File: config.mk
export PLATFORM = sky130hd
export DESIGN_NAME = bram_stream_fifo_ctrl
export DESIGN_NICKNAME = d
export VERILOG_FILES = /design/src/rtl/bram_stream_fifo_ctrl.sv
export SDC_FILE = /design/constraint.sdc
export NUM_CORES = 1
export LEC_CHECK = 0
export BUFFER_PORTS_ARGS = -buffer_cell sky130_fd_sc_hd__buf_2
export CAP_MARGIN = 30
export CORE_MARGIN = 8
export CORE_UTILIZATION = 57
export CTS_CLUSTER_SIZE = 30
export DETAILED_ROUTE_END_ITERATION = 16
export PLACE_DENSITY = 0.9
export SKIP_CTS_REPAIR_TIMING = 1
export SLEW_MARGIN = 10
export SYNTH_ARGS = -nofsm -noshare
export SYNTH_HDL_FRONTEND = slang
export SYNTH_SLANG_ARGS = --single-unit
File: constraint.sdc
create_clock -name clk_i -period 4.85 [get_ports clk_i]
set_input_delay 0 -clock clk_i [delete_from_list [all_inputs] [get_ports clk_i]]
set_output_delay 0 -clock clk_i [all_outputs]
set_load 0.03 [all_outputs]
File: src/rtl/bram_stream_fifo_ctrl.sv
// Streaming FIFO controller wrapped around an external dual-port BRAM.
// Port A writes, port B reads, with a first-word-fall-through output stage.
module bram_stream_fifo_ctrl #(
  parameter int RAM_WIDTH     = 8,
  parameter int RAM_ADDR_BITS = 10
) (
  input  logic                     clk_i,
  input  logic                     arstn_i,
  input  logic                     flush_i,
  input  logic [RAM_WIDTH-1:0]     s_data_i,
  input  logic                     s_valid_i,
  output logic                     s_ready_o,
  output logic [RAM_WIDTH-1:0]     m_data_o,
  output logic                     m_valid_o,
  input  logic                     m_ready_i,
  output logic [RAM_ADDR_BITS:0]   level_o,
  output logic                     full_o,
  output logic                     empty_o,
  output logic                     bram_en_a_o,
  output logic                     bram_we_a_o,
  output logic [RAM_ADDR_BITS-1:0] bram_addr_a_o,
  output logic [RAM_WIDTH-1:0]     bram_data_a_o,
  output logic                     bram_en_b_o,
  output logic                     bram_we_b_o,
  output logic [RAM_ADDR_BITS-1:0] bram_addr_b_o,
  output logic [RAM_WIDTH-1:0]     bram_data_b_o,
  input  logic [RAM_WIDTH-1:0]     bram_data_b_i
);

  localparam int AW = RAM_ADDR_BITS;
  localparam int CW = RAM_ADDR_BITS + 1;

  localparam logic [CW-1:0] DEPTH   = {1'b1, {AW{1'b0}}};
  localparam logic [CW-1:0] CNT_ONE = CW'(1);
  localparam logic [AW-1:0] PTR_ONE = AW'(1);

  logic [AW-1:0] wr_ptr;
  logic [AW-1:0] rd_ptr;
  logic [CW-1:0] mem_cnt;
  logic [CW-1:0] mem_cnt_nxt;
  logic [CW-1:0] level_q;
  logic [CW-1:0] level_nxt;
  logic          m_valid_q;
  logic          wr_fire;
  logic          rd_issue;
  logic          m_fire;

  assign s_ready_o = (mem_cnt < DEPTH) && !flush_i;
  assign wr_fire   = s_valid_i && s_ready_o;
  assign m_fire    = m_valid_q && m_ready_i;

  // Only refill the output stage when it is empty or being drained.
  assign rd_issue = (mem_cnt != '0)
                 && (!m_valid_q || m_ready_i)
                 && !flush_i;

  assign bram_en_a_o   = wr_fire;
  assign bram_we_a_o   = wr_fire;
  assign bram_addr_a_o = wr_ptr;
  assign bram_data_a_o = s_data_i;

  assign bram_en_b_o   = rd_issue;
  assign bram_we_b_o   = 1'b0;
  assign bram_addr_b_o = rd_ptr;
  assign bram_data_b_o = '0;

  // Port B's output register doubles as the holding stage.
  assign m_data_o  = bram_data_b_i;
  assign m_valid_o = m_valid_q;

  assign level_o = level_q;
  assign full_o  = !s_ready_o;
  assign empty_o = (level_q == '0);

  always_comb begin
    mem_cnt_nxt = mem_cnt;
    case ({wr_fire, rd_issue})
      2'b10:   mem_cnt_nxt = mem_cnt + CNT_ONE;
      2'b01:   mem_cnt_nxt = mem_cnt - CNT_ONE;
      default: mem_cnt_nxt = mem_cnt;
    endcase
  end

  always_comb begin
    level_nxt = level_q;
    case ({wr_fire, m_fire})
      2'b10:   level_nxt = level_q + CNT_ONE;
      2'b01:   level_nxt = level_q - CNT_ONE;
      default: level_nxt = level_q;
    endcase
  end

  always_ff @(posedge clk_i or negedge arstn_i) begin
    if (!arstn_i) begin
      wr_ptr    <= '0;
      rd_ptr    <= '0;
      mem_cnt   <= '0;
      level_q   <= '0;
      m_valid_q <= 1'b0;
    end else if (flush_i) begin
      wr_ptr    <= '0;
      rd_ptr    <= '0;
      mem_cnt   <= '0;
      level_q   <= '0;
      m_valid_q <= 1'b0;
    end else begin
      if (wr_fire) begin
        wr_ptr <= wr_ptr + PTR_ONE;
      end
      if (rd_issue) begin
        rd_ptr <= rd_ptr + PTR_ONE;
      end
      mem_cnt   <= mem_cnt_nxt;
      level_q   <= level_nxt;
      m_valid_q <= rd_issue || (m_valid_q && !m_ready_i);
    end
  end

endmodule

## Word level (Yosys, flattened, before mapping)

Cells that the tools add are included.
Widths: inputs -> output; s select.

- Flip-flop bits (word level): 43
- Bits in latches: 0
- RAM bits: 0
- Bits in read-only memories: 0
- Bits of input ports: 21
- Output and inout port bits: 63
- Logic and storage cells: 43
- Memories: 0

- Add/subtract/negate cells: 6
- Multipliers: 0
- Div/mod/pow operators: 0
- Order comparisons: 1
- Eq/ne operators: 4
- Shifts and indexed selects: 0
- Muxes and demuxes: 9
- Bitwise operators: 0
- Reduce and logical (&&, ||, !) cells: 18

Operator list:

| kind | number |
|---|---|
| $pmux 11 s2 | 2 |
| $mux 10 | 4 |
| $add 11x1->11 const B | 2 |
| $mux 11 | 2 |
| $sub 11x1->11 const B | 2 |
| $add 10x1->10 const B | 2 |
| $logic_not 11->1 | 1 |
| $lt 11x11->1 const B | 1 |
| $reduce_bool 11->1 | 1 |
| $logic_and 1x1->1 | 6 |
| $reduce_bool 3->1 | 2 |
| $eq 2x1->1 const B | 2 |
| $eq 2x2->1 const B | 2 |
| $logic_not 1->1 | 4 |
| $reduce_bool 2->1 | 2 |
| $logic_or 1x1->1 | 2 |
| $mux 1 | 1 |

## Depth between registers and ports, before layout

- Depth after elaboration: 7
- Mapped depth: 14
- Depth with buffers taken out: 12

## Worst setup path after synthesis

Ideal clock, no wire load.

- Path type: flip-flop to flip-flop
- Start point: reg mem_cnt[10]
- End point: reg level_q[10], in the netlist level_o[10]
- Library setup time: 0.125 ns
- Arrival time: 2.954 ns
- Data required time: 4.725 ns
- Path slack: 1.771 ns
- Stages on the path, launching flop included: 12
- Buffers on the path: 1
- Period minus slack after synthesis: 3.079 ns
- Cell sequence: dfrtp_1 -> or3b_1 -> buf_6 -> nand3_2 -> inv_1 -> fa_1 -> a211oi_1 -> o21bai_1 -> a21oi_1 -> o31ai_1 -> a211oi_1 -> mux2_2

- Cells in the longest elaborated chain, start to end: 6
- Elaborated cells between the ends (all ways): 8
- Classes of those cells: order compare: 1; eq/ne: 2; mux: 2; reduce/logical: 3

Ends and longest elaborated chain:

| item | RTL line | RTL |
|---|---|---|
| start, declared | 39 | `logic [CW-1:0] mem_cnt;` |
| start signal, assigned | 113 | `mem_cnt <= mem_cnt_nxt;` |
| $lt 11x11->1 * | 48 | `assign s_ready_o = (mem_cnt < DEPTH) && !flush_i;` |
| $logic_and 1x1->1 * | 48 |  |
| $logic_and 1x1->1 * | 49 | `assign wr_fire = s_valid_i && s_ready_o;` |
| $eq 2x1->1 / $eq 2x2->1 (equally long branches) | 86 | `case ({wr_fire, m_fire})` |
| $pmux 11 s2 | 86 |  |
| $mux 11 | 100 | `end else if (flush_i) begin` |
| end signal, assigned | 114 | `level_q <= level_nxt;` |
| end, declared | 41 | `logic [CW-1:0] level_q;` |

Mark *: on every way between the ends. The rest lies on a longest branch, timed or not.
A chain may end at the register's enable or synchronous reset.

## Worst setup path after layout

Same ends and word-level chain as after synthesis.

==> results.md <==
## Finish
• 18.6% — fraction of layout cells with a size suffix above 1
• 7.35% — Area growth syn-to-layout
• 396 — fin nets
• 0 — Inserted Diodes
• 424 — final std cells w/o fill

## CTS
• 2 — CTS max path bufs
• 0.30 ns — clock latency at the later pin of the worst-skew pair
• sky130_fd_sc_hd__clkbuf_8 — clk root buf
• 2 — H-tree depth reported by CTS
• 43 — TritonCTS Sinks
• 5 — number of clock buffers inserted by TritonCTS
• built — TritonCTS clock tree
• 0.09 ns — clock-pin slew on the worst setup and hold paths

## Critical path
• mem_cnt[10]$_DFFE_PN0P_ — start of the worst register-to-register path
• flop — critical path endpoint category
• 10 — number of cells traversed by the worst register-to-register path
• flop — startpoint type of the worst setup path
• 3.72 ns — arrival time reported for the critical path endpoint
• mem_cnt[10]$_DFFE_PN0P_ — startpoint of the most critical setup path
• flop to flop — Worst Setup Path Type
• level_o[10]$_DFFE_PN0P_ — critical path endpoint
• 5.04 ns — required time reported for the critical path endpoint
• 11 — maximum net fanout on the critical path
• 1.32 ns — reg2reg setup slack
• level_o[10]$_DFFE_PN0P_ — endpoint of the lowest-slack register-to-register path

## Synthesis
• 9.26 um^2 — synthesized area per cell
• 0 — Yosys warning total
• 43 — Yosys reg bits
• 100% — asr flop ratio synth
• sky130_fd_sc_hd__dfrtp_1 36%, sky130_fd_sc_hd__ha_1 8.3%, sky130_fd_sc_hd__buf_4 6.4% — largest cells by area after synthesis
• sky130_fd_sc_hd__dfrtp_1 — most frequently used flop master after synthesis
• sky130_fd_sc_hd__dfrtp_1 — cell taking the most area after synthesis
• 327 — cell count after synthesis
• 47 — count of cell types in the netlist
• 0 — number of synthesized flops with an enable pin
• 35.5% — part of the Yosys area used for sequential elements
• 35.5% — area fraction of the dominant cell type after synthesis
• 3030 um^2 — synthesized area

## Global route
• 0 — GRT Residual Overflow
• 45 — pin count of the biggest net entering global routing
• 17.6% — overall fraction of global-route tracks in use
• 2440 — vias in the first global route
• 0 — number of antenna violations at the first check in global routing
• 11000 um — global-route wire length before repair

## Floorplanning
• 84 — number of primary I/O pins
• 5110 um^2 — CORE AREA
• 88.9 um — chip width
• 59.3% — Starting Density
• 7900 um^2 — Die Outline Area
• 88.9 um — height of the die
• 26 — number of placement rows

## STA
• 3.53 ns — final critical delay including setup and external delays
• 283 MHz — top achievable clock speed
• 0 — max-slew violation count
• 0.680 ns — Worst Tran Pin Value
• 0 — number of endpoints with negative hold slack in the final report
• 0 — Finish-stage setup viols
• 54.3% — Slew Limit Headroom
• 0.00960 ns — final clock skew
• 72.8% — ratio of final minimum period to clock period
• no — setup repair after global routing missed its margin
• 0 ns — Total Negative Setup Slacks

## Status
• finished, final reports clean — status

## Routing
• 6730 um — drt total wl
• 5.72 — number of vias per cell after detailed routing
• 2426 — routed vias
• 0 — residual antenna-violating net count after detailed routing
• 15.9 um — Wirelength per Cell
• 4 — iteration count of the initial detailed-routing pass
• 0 — final routed DRC violation total
• 125 — drt first-iter violations

## Job
• 0 — count of max-cap constraint violations

## Power
• 452 nW/um^2 — Cell Pwr Density
• 1.68 nW — Leakage
• 0.000295 V — worst ir drop on vdd

## Placed design
• 42 — count of buffers inserted at the top-level ports
• 0.922 — GP Congestion
• 4990 um — Post-DP HPWL
• 414 — placed cells

## Worst hold path
• input port to output port — worst min path class

==> stage by stage <==
stage          hold WS, ns  util (%)  cell area (um^2)  power [W]  worst slack, ns
5_1_grt          0.0000516      63.7              3250    0.00157            0.990
4_1_cts             -0.122      63.1              3220    0.00147             1.36
2_1_floorplan       -0.296         -              3060    0.00106             1.77
6_report        0.00000965      63.7              3250    0.00147             1.32
3_5_place_dp      0.000205      60.9              3110    0.00118             1.38
3_3_place_gp      0.000205      60.9              3110    0.00115             1.50
==> metal layers <==
metal / global-route usage [%] / routed length (um) / vias up
li1: - / - / 1185
met1: 21.2 / 2810 / 1146
met2: 30.1 / 3250 / 87
met3: 3.77 / 582 / 8
met4: 6.30 / 83 / 0
met5: 0 / 0 / -
==> synth_stat cells (5+ instances only) <==
library cell,count
sky130_fd_sc_hd__xnor2_1,11
sky130_fd_sc_hd__nor2_1,36
sky130_fd_sc_hd__a211oi_1,7
sky130_fd_sc_hd__nor4_1,5
sky130_fd_sc_hd__mux2i_1,6
sky130_fd_sc_hd__nand2_1,26
sky130_fd_sc_hd__o21ai_0,16
sky130_fd_sc_hd__nand4_1,11
sky130_fd_sc_hd__nor3_1,5
sky130_fd_sc_hd__buf_4,26
sky130_fd_sc_hd__a21o_1,5
sky130_fd_sc_hd__o31ai_1,5
sky130_fd_sc_hd__and3_1,6
sky130_fd_sc_hd__inv_1,8
sky130_fd_sc_hd__ha_1,20
sky130_fd_sc_hd__dfrtp_1,43
sky130_fd_sc_hd__a21oi_1,19
sky130_fd_sc_hd__xor2_1,18
==> worst max-delay path: stages, from the launching register on <==
cell and delay [ns]:
sky130_fd_sc_hd__dfrtp_1 0.44, sky130_fd_sc_hd__or3b_1 0.60, sky130_fd_sc_hd__nand3_2 0.17, sky130_fd_sc_hd__inv_1 0.23, sky130_fd_sc_hd__fa_1 0.51, sky130_fd_sc_hd__a211oi_1 0.29
sky130_fd_sc_hd__o21bai_1 0.14, sky130_fd_sc_hd__a21oi_1 0.29, sky130_fd_sc_hd__o31ai_1 0.13, sky130_fd_sc_hd__a211oi_1 0.26, sky130_fd_sc_hd__mux2_2 0.36
==> power by group <==
part | internal, W | switching (W)
clock network | 0.000153 | 0.000132
logic | 0.000259 | 0.000436
registers | 0.000418 | 0.0000733
==> logic make-up after synthesis <==
kind of cell | count (synthesis) | synth area share [%]
fa+ha+maj | 22 | 9.58
flops | 43 | 35.5
xor+xnor | 29 | 8.38
buf+inv | 43 | 9.95
mux | 8 | 2.85
other cells | 1 | 0.124
compound gates | 71 | 15.9
simple gates | 110 | 17.7
==> area by class of cell <==
cell class	instances	area [um^2]
Multi-Input combinational cell	249	1680
Fill cell	445	1860
Sequential cell	43	1080
Clock inverter	3	43.8
Tap cell	70	87.6
Timing Repair Buffer	45	248
Inverter	9	46.3
Clock buffer	5	68.8
==> flip-flops by register name, indices dropped and copies added, names as in the netlist <==
| name | count |
|---|---|
| bram_addr_a_o | 10 |
| bram_addr_b_o | 10 |
| mem_cnt | 11 |
| level_o | 11 |
| m_valid_o | 1 |
==> how the worst min path moves through the flow <==
stage,slack [ns],endpoint,startpoint,cells after the start
2_1_floorplan,-0.30,bram_addr_a_o[0]$_DFFE_PN0P_,arstn_i,0
3_3_place_gp,0.0002,bram_data_a_o[3],s_data_i[3],0
3_5_place_dp,0.0002,bram_data_a_o[3],s_data_i[3],0
4_1_cts,-0.12,level_o[9]$_DFFE_PN0P_,arstn_i,1
5_1_grt,0.00005,bram_data_a_o[6],s_data_i[6],0
6_report,0.00001,m_data_o[3],bram_data_b_i[3],0
==> placed cells by master, fill, tap and decap left out, drive strengths merged, types with 2 or more instances in the layout <==
cell,netlist,final
buf,31,44
dfrtp,43,43
nor2,38,38
nand2,26,26
ha,20,20
a21oi,19,19
xor2,18,18
o21ai,16,16
xnor2,11,11
nand4,11,11
conb,1,9
inv,8,8
o31ai,8,8
a211oi,7,7
mux2i,6,6
and3,6,6
nor4,5,5
nor3,5,5
a21o,5,5
clkbuf,3,5
nand3,5,5
a31oi,4,4
o21bai,3,3
nand2b,3,3
or2,3,3
clkinv,1,3
a41oi,2,2
nand3b,2,2
nor2b,2,2
or3,2,2
a22o,2,2
fa,2,2
mux2,2,2
(Power assumes the default switching activity.)
